**src/rtl/lambda_peak_search.sv**
```systemverilog
// Windowed peak search over a lambda/theta sample stream: reports the index,
// value and paired theta of the largest lambda in each WIN_LEN-sample window.
module lambda_peak_search #(
  parameter int WIN_LEN = 256,
  parameter int IDX_W   = $clog2(WIN_LEN)
) (
  input  logic                clk,
  input  logic                rst,
  input  logic signed [13:0]  lambda_in,
  input  logic        [13:0]  theta_in,
  input  logic                valid_in,
  input  logic                frame_start,
  output logic [IDX_W-1:0]    peak_idx,
  output logic signed [13:0]  peak_lambda,
  output logic        [13:0]  peak_theta,
  output logic                out_valid,
  input  logic                out_ready,
  output logic                overrun
);

  typedef enum logic {IDLE, SEARCH} state_t;

  localparam logic [IDX_W-1:0] LAST_IDX = IDX_W'(WIN_LEN - 1);

  state_t                    state_reg;
  logic [IDX_W-1:0]          cnt_reg;
  logic [IDX_W-1:0]          max_idx_reg;
  logic signed [13:0]        max_lambda_reg;
  logic        [13:0]        max_theta_reg;
  logic                      take_new;

  // Strictly greater only, so ties keep the earliest index.
  assign take_new = lambda_in > max_lambda_reg;

  always_ff @(posedge clk or posedge rst) begin
    if (rst) begin
      state_reg      <= IDLE;
      cnt_reg        <= '0;
      max_idx_reg    <= '0;
      max_lambda_reg <= '0;
      max_theta_reg  <= '0;
      peak_idx       <= '0;
      peak_lambda    <= '0;
      peak_theta     <= '0;
      out_valid      <= 1'b0;
      overrun        <= 1'b0;
    end else begin
      if (out_valid && out_ready)
        out_valid <= 1'b0;

      if (valid_in && frame_start) begin
        // Index 0 loads unconditionally; also aborts any window in progress.
        state_reg      <= SEARCH;
        cnt_reg        <= IDX_W'(1);
        max_idx_reg    <= '0;
        max_lambda_reg <= lambda_in;
        max_theta_reg  <= theta_in;
      end else if (valid_in && state_reg == SEARCH) begin
        if (take_new) begin
          max_idx_reg    <= cnt_reg;
          max_lambda_reg <= lambda_in;
          max_theta_reg  <= theta_in;
        end
        if (cnt_reg == LAST_IDX) begin
          // The last sample joins the compare directly on its way to the outputs.
          state_reg   <= IDLE;
          cnt_reg     <= '0;
          peak_idx    <= take_new ? cnt_reg   : max_idx_reg;
          peak_lambda <= take_new ? lambda_in : max_lambda_reg;
          peak_theta  <= take_new ? theta_in  : max_theta_reg;
          out_valid   <= 1'b1;
          if (out_valid && !out_ready)
            overrun <= 1'b1;
        end else begin
          cnt_reg <= cnt_reg + IDX_W'(1);
        end
      end
    end
  end

endmodule

```
**config.mk**
```make
export PLATFORM = sky130hd
export DESIGN_NAME = lambda_peak_search
export DESIGN_NICKNAME = d
export VERILOG_FILES = /design/src/rtl/lambda_peak_search.sv
export SDC_FILE = /design/constraint.sdc
export NUM_CORES = 1
export LEC_CHECK = 0
export CAP_MARGIN = 15
export CORE_ASPECT_RATIO = 0.7
export CORE_MARGIN = 3
export CORE_UTILIZATION = 54
export CTS_CLUSTER_SIZE = 14
export DETAILED_ROUTE_END_ITERATION = 12
export GPL_TIMING_DRIVEN = 0
export PLACE_DENSITY = 0.91
export SLEW_MARGIN = 20
export SYNTH_ARGS = -nofsm -noshare
export SYNTH_HDL_FRONTEND = slang
export SYNTH_SLANG_ARGS = --single-unit
```
**constraint.sdc**
```tcl
create_clock -name clk -period 3.4 [get_ports clk]
set_input_delay 0.51 -clock clk [delete_from_list [all_inputs] [get_ports clk]]
set_output_delay 0.51 -clock clk [all_outputs]
set_load 0.02 [all_outputs]
```
==> run summary <==
Status - completed
GRT met2 Usage - 45.3%
Most Used Layer, Global Route - met2
Setup WS post-layout - 0.203 ns
DRT antenna net count - 0
Post-Syn Area per Cell - 10.5 µm²
Fin crit share - 94.0%
Worst Tran Pin Value - 1.07 ns
Root Buffer - clkbuf_16
CP endpoint kind - register
Rel. slew slack - 28.0%
Peak Freq - 313 MHz
Fin crit period - 3.20 ns
Warnings, synthesis - 0
Most frequent cells in the layout - 83 x dfrtp_1, 69 x clkdlybuf4s50_1, 55 x nand2_1
Core ar. - 7510 µm²
CP max FO - 10
Chip height - 80.8 µm
Final Hold Viols - 0
Routed WL - 11700 µm
First-pass GRT wire length - 19400 µm
WL/cell - 19.6 µm
CP arrival - 3.47 ns
CTS Hold Bufs - 0
Syn Nets - 460
Utilization after layout - 72.7%
Flop2flop setup slack - 0.47 ns
Reg-to-reg endpoint - peak_lambda[3]$_DFFE_PP0P_
Cell row count - 26
PD cells - 590 nW/µm²
Largest net degree at the start of global routing - 60
Ys async rst share - 100%
Mapped cell area - 4320 µm²
Final setup violation count - 0
Pre-CTS WS - -0.262 ns
Max VDD drop - 0.000354 V
Worst setup path category - input pin to register
Via count - 3748
Seq/Total Area, Yosys - 48.1%
Main flop type after synthesis - dfrtp_1
Hpwl dp - 8020 µm
Required time worst endpoint - 3.67 ns
#FFs+latches synth - 83
H-tree lvl count - 3
Final Slew Violations - 0
HP Start - peak_theta[6]$_DFFE_PP0P_
TritonCTS Buffers - 9
Gr ovfl total - 0
Post-synth EDFFs - 0
Die W - 113 µm
Worst hold slack - 0.479 ns
Global Route met1 Usage - 35.2%
Unique masters post-synth - 40
# DRC - 0
GPL Wtd Cong - 0.922
Vias in the first global route - 3898
Gate Count Post-Synth - 412
DR pass1 iterations - 5
Starting density of the core - 57.4%
Layout cells sized above 1 - 11.8%
Ant diodes - 0
Clk_lat worst skew - 0.34 ns
Initial antenna violation count - 0
P&R area growth vs syn - 26.6%
Reg-to-Reg Start - max_lambda_reg[5]$_DFFE_PP0P_
Layout Nets - 543
Startpoint Class - input pin
Clk_skew - 0.00796 ns
I/O pins - 71
FILL cells - 525
DRT iter0 DRCs - 372
GRT met3 Usage - 7.97%
Port Buffers - 69
LEAKAGE - 2.48 nW
Clock transition at path regs - 0.06 ns
Critical Path Start - lambda_in[5]
Max Cap Viol - 0
Tot GR Track Use - 27.4%
Via-per-instance ratio - 6.29
Capture point of the critical path - peak_lambda[3]$_DFFE_PP0P_
Worst min path class - register to register
Die area - 9120 µm²
CTS max path bufs - 2
CTS Sinks - 83
CTS tree - done
Worst r2r path cells - 9
Most common cell after layout, fill and taps aside - dfrtp_1
RSZ-0062 raised after global routing - false
==> cell usage after synthesis, drive strengths merged, types with 5 or more instances <==
| library cell | instances | area (µm²) |
|---|---|---|
| inv | 18 | 67.6 |
| o31ai | 7 | 66.3 |
| dfrtp | 83 | 2080 |
| ha | 15 | 188 |
| buf | 5 | 38.8 |
| clkbuf | 26 | 97.6 |
| nand2 | 55 | 206 |
| a311o | 9 | 90.1 |
| nor2b | 11 | 68.8 |
| o21ai | 7 | 35.0 |
| a21oi | 8 | 40.0 |
| nor4b | 9 | 93.8 |
| nand3 | 33 | 165 |
| nor2 | 7 | 26.3 |
| mux2 | 28 | 390 |
| nand4 | 35 | 225 |
| o211ai | 30 | 225 |
| xor2 | 5 | 43.8 |
==> power by group <==
part / leakage (nW) / total [mW] / internal [mW] / switching [mW]
combinational: 1.26 / 1.01 / 0.402 / 0.611
sequential: 1.08 / 1.25 / 1.13 / 0.122
clock: 0.141 / 0.960 / 0.578 / 0.381
==> layout make-up <==
class	instances	area, µm²	area share (%)
well taps	98	123	2.24
flip-flops and latches	83	2080	38.0
repair buffers	72	733	13.4
clock buffers	11	243	4.44
plain buffers	31	136	2.50
multi-input cells	280	2040	37.4
inverters	18	70.1	1.28
clock inverters	3	40.0	0.733
==> metal layers <==
layer  vias to the layer above  part of all wire [%]
met4                         0                   2.0
met2                       184                    48
li1                       1691                     -
met1                      1847                    42
met3                        26                   7.7
met5                         -                     0
==> how the worst min path moves through the flow <==
stage               slack [ns]  depth (start not counted)                       endpoint
floorplan                 0.48                          1  max_theta_reg[13]$_DFFE_PP0P_
global placement          0.45                          2            overrun$_DFFE_PP0P_
detailed placement        0.47                          2        peak_idx[3]$_DFFE_PP0P_
CTS                       0.47                          2        peak_idx[3]$_DFFE_PP0P_
global route              0.50                          2        peak_idx[5]$_DFFE_PP0P_
finish                    0.48                          2      peak_theta[6]$_DFFE_PP0P_
==> worst max-delay path, stage by stage <==
cell,delay (ns)
clkdlybuf4s50_1,0.49
ha_1,0.37
nand4_1,0.14
o21bai_1,0.21
a311o_1,0.33
a21boi_1,0.65
clkbuf_1,0.45
o211ai_1,0.18
nand3_1,0.13
==> cell families after synthesis <==
family	Yosys count	share of synthesized area [%]
multiplexers	28	9.04
AO/OA/AOI/OAI	69	12.4
AND/OR/NAND/NOR	163	20.3
flip-flops	83	48.1
buffers and inverters	49	4.72
adder cells (fa/ha/maj)	15	4.35
XOR/XNOR	5	1.01
==> through the flow <==
step | setup TNS (ns) | instance area (µm²) | cells | total power [mW]
floorplan | 0 | 4320 | 412 | 1.93
global placement | -44.43 | 5130 | 579 | 2.16
detailed placement | -9.19 | 5160 | 580 | 2.23
CTS | 0 | 5440 | 594 | 3.20
global route | 0 | 5460 | 596 | 3.37
finish | 0 | 5460 | 596 | 3.22
==> repair_timing <==
action                                  in CTS  in global routing
setup buffers                                0                  2
endpoints found under the setup margin       0                 49
resized for setup                            0                  1
No activity file was read; power rests on OpenSTA's default activity.
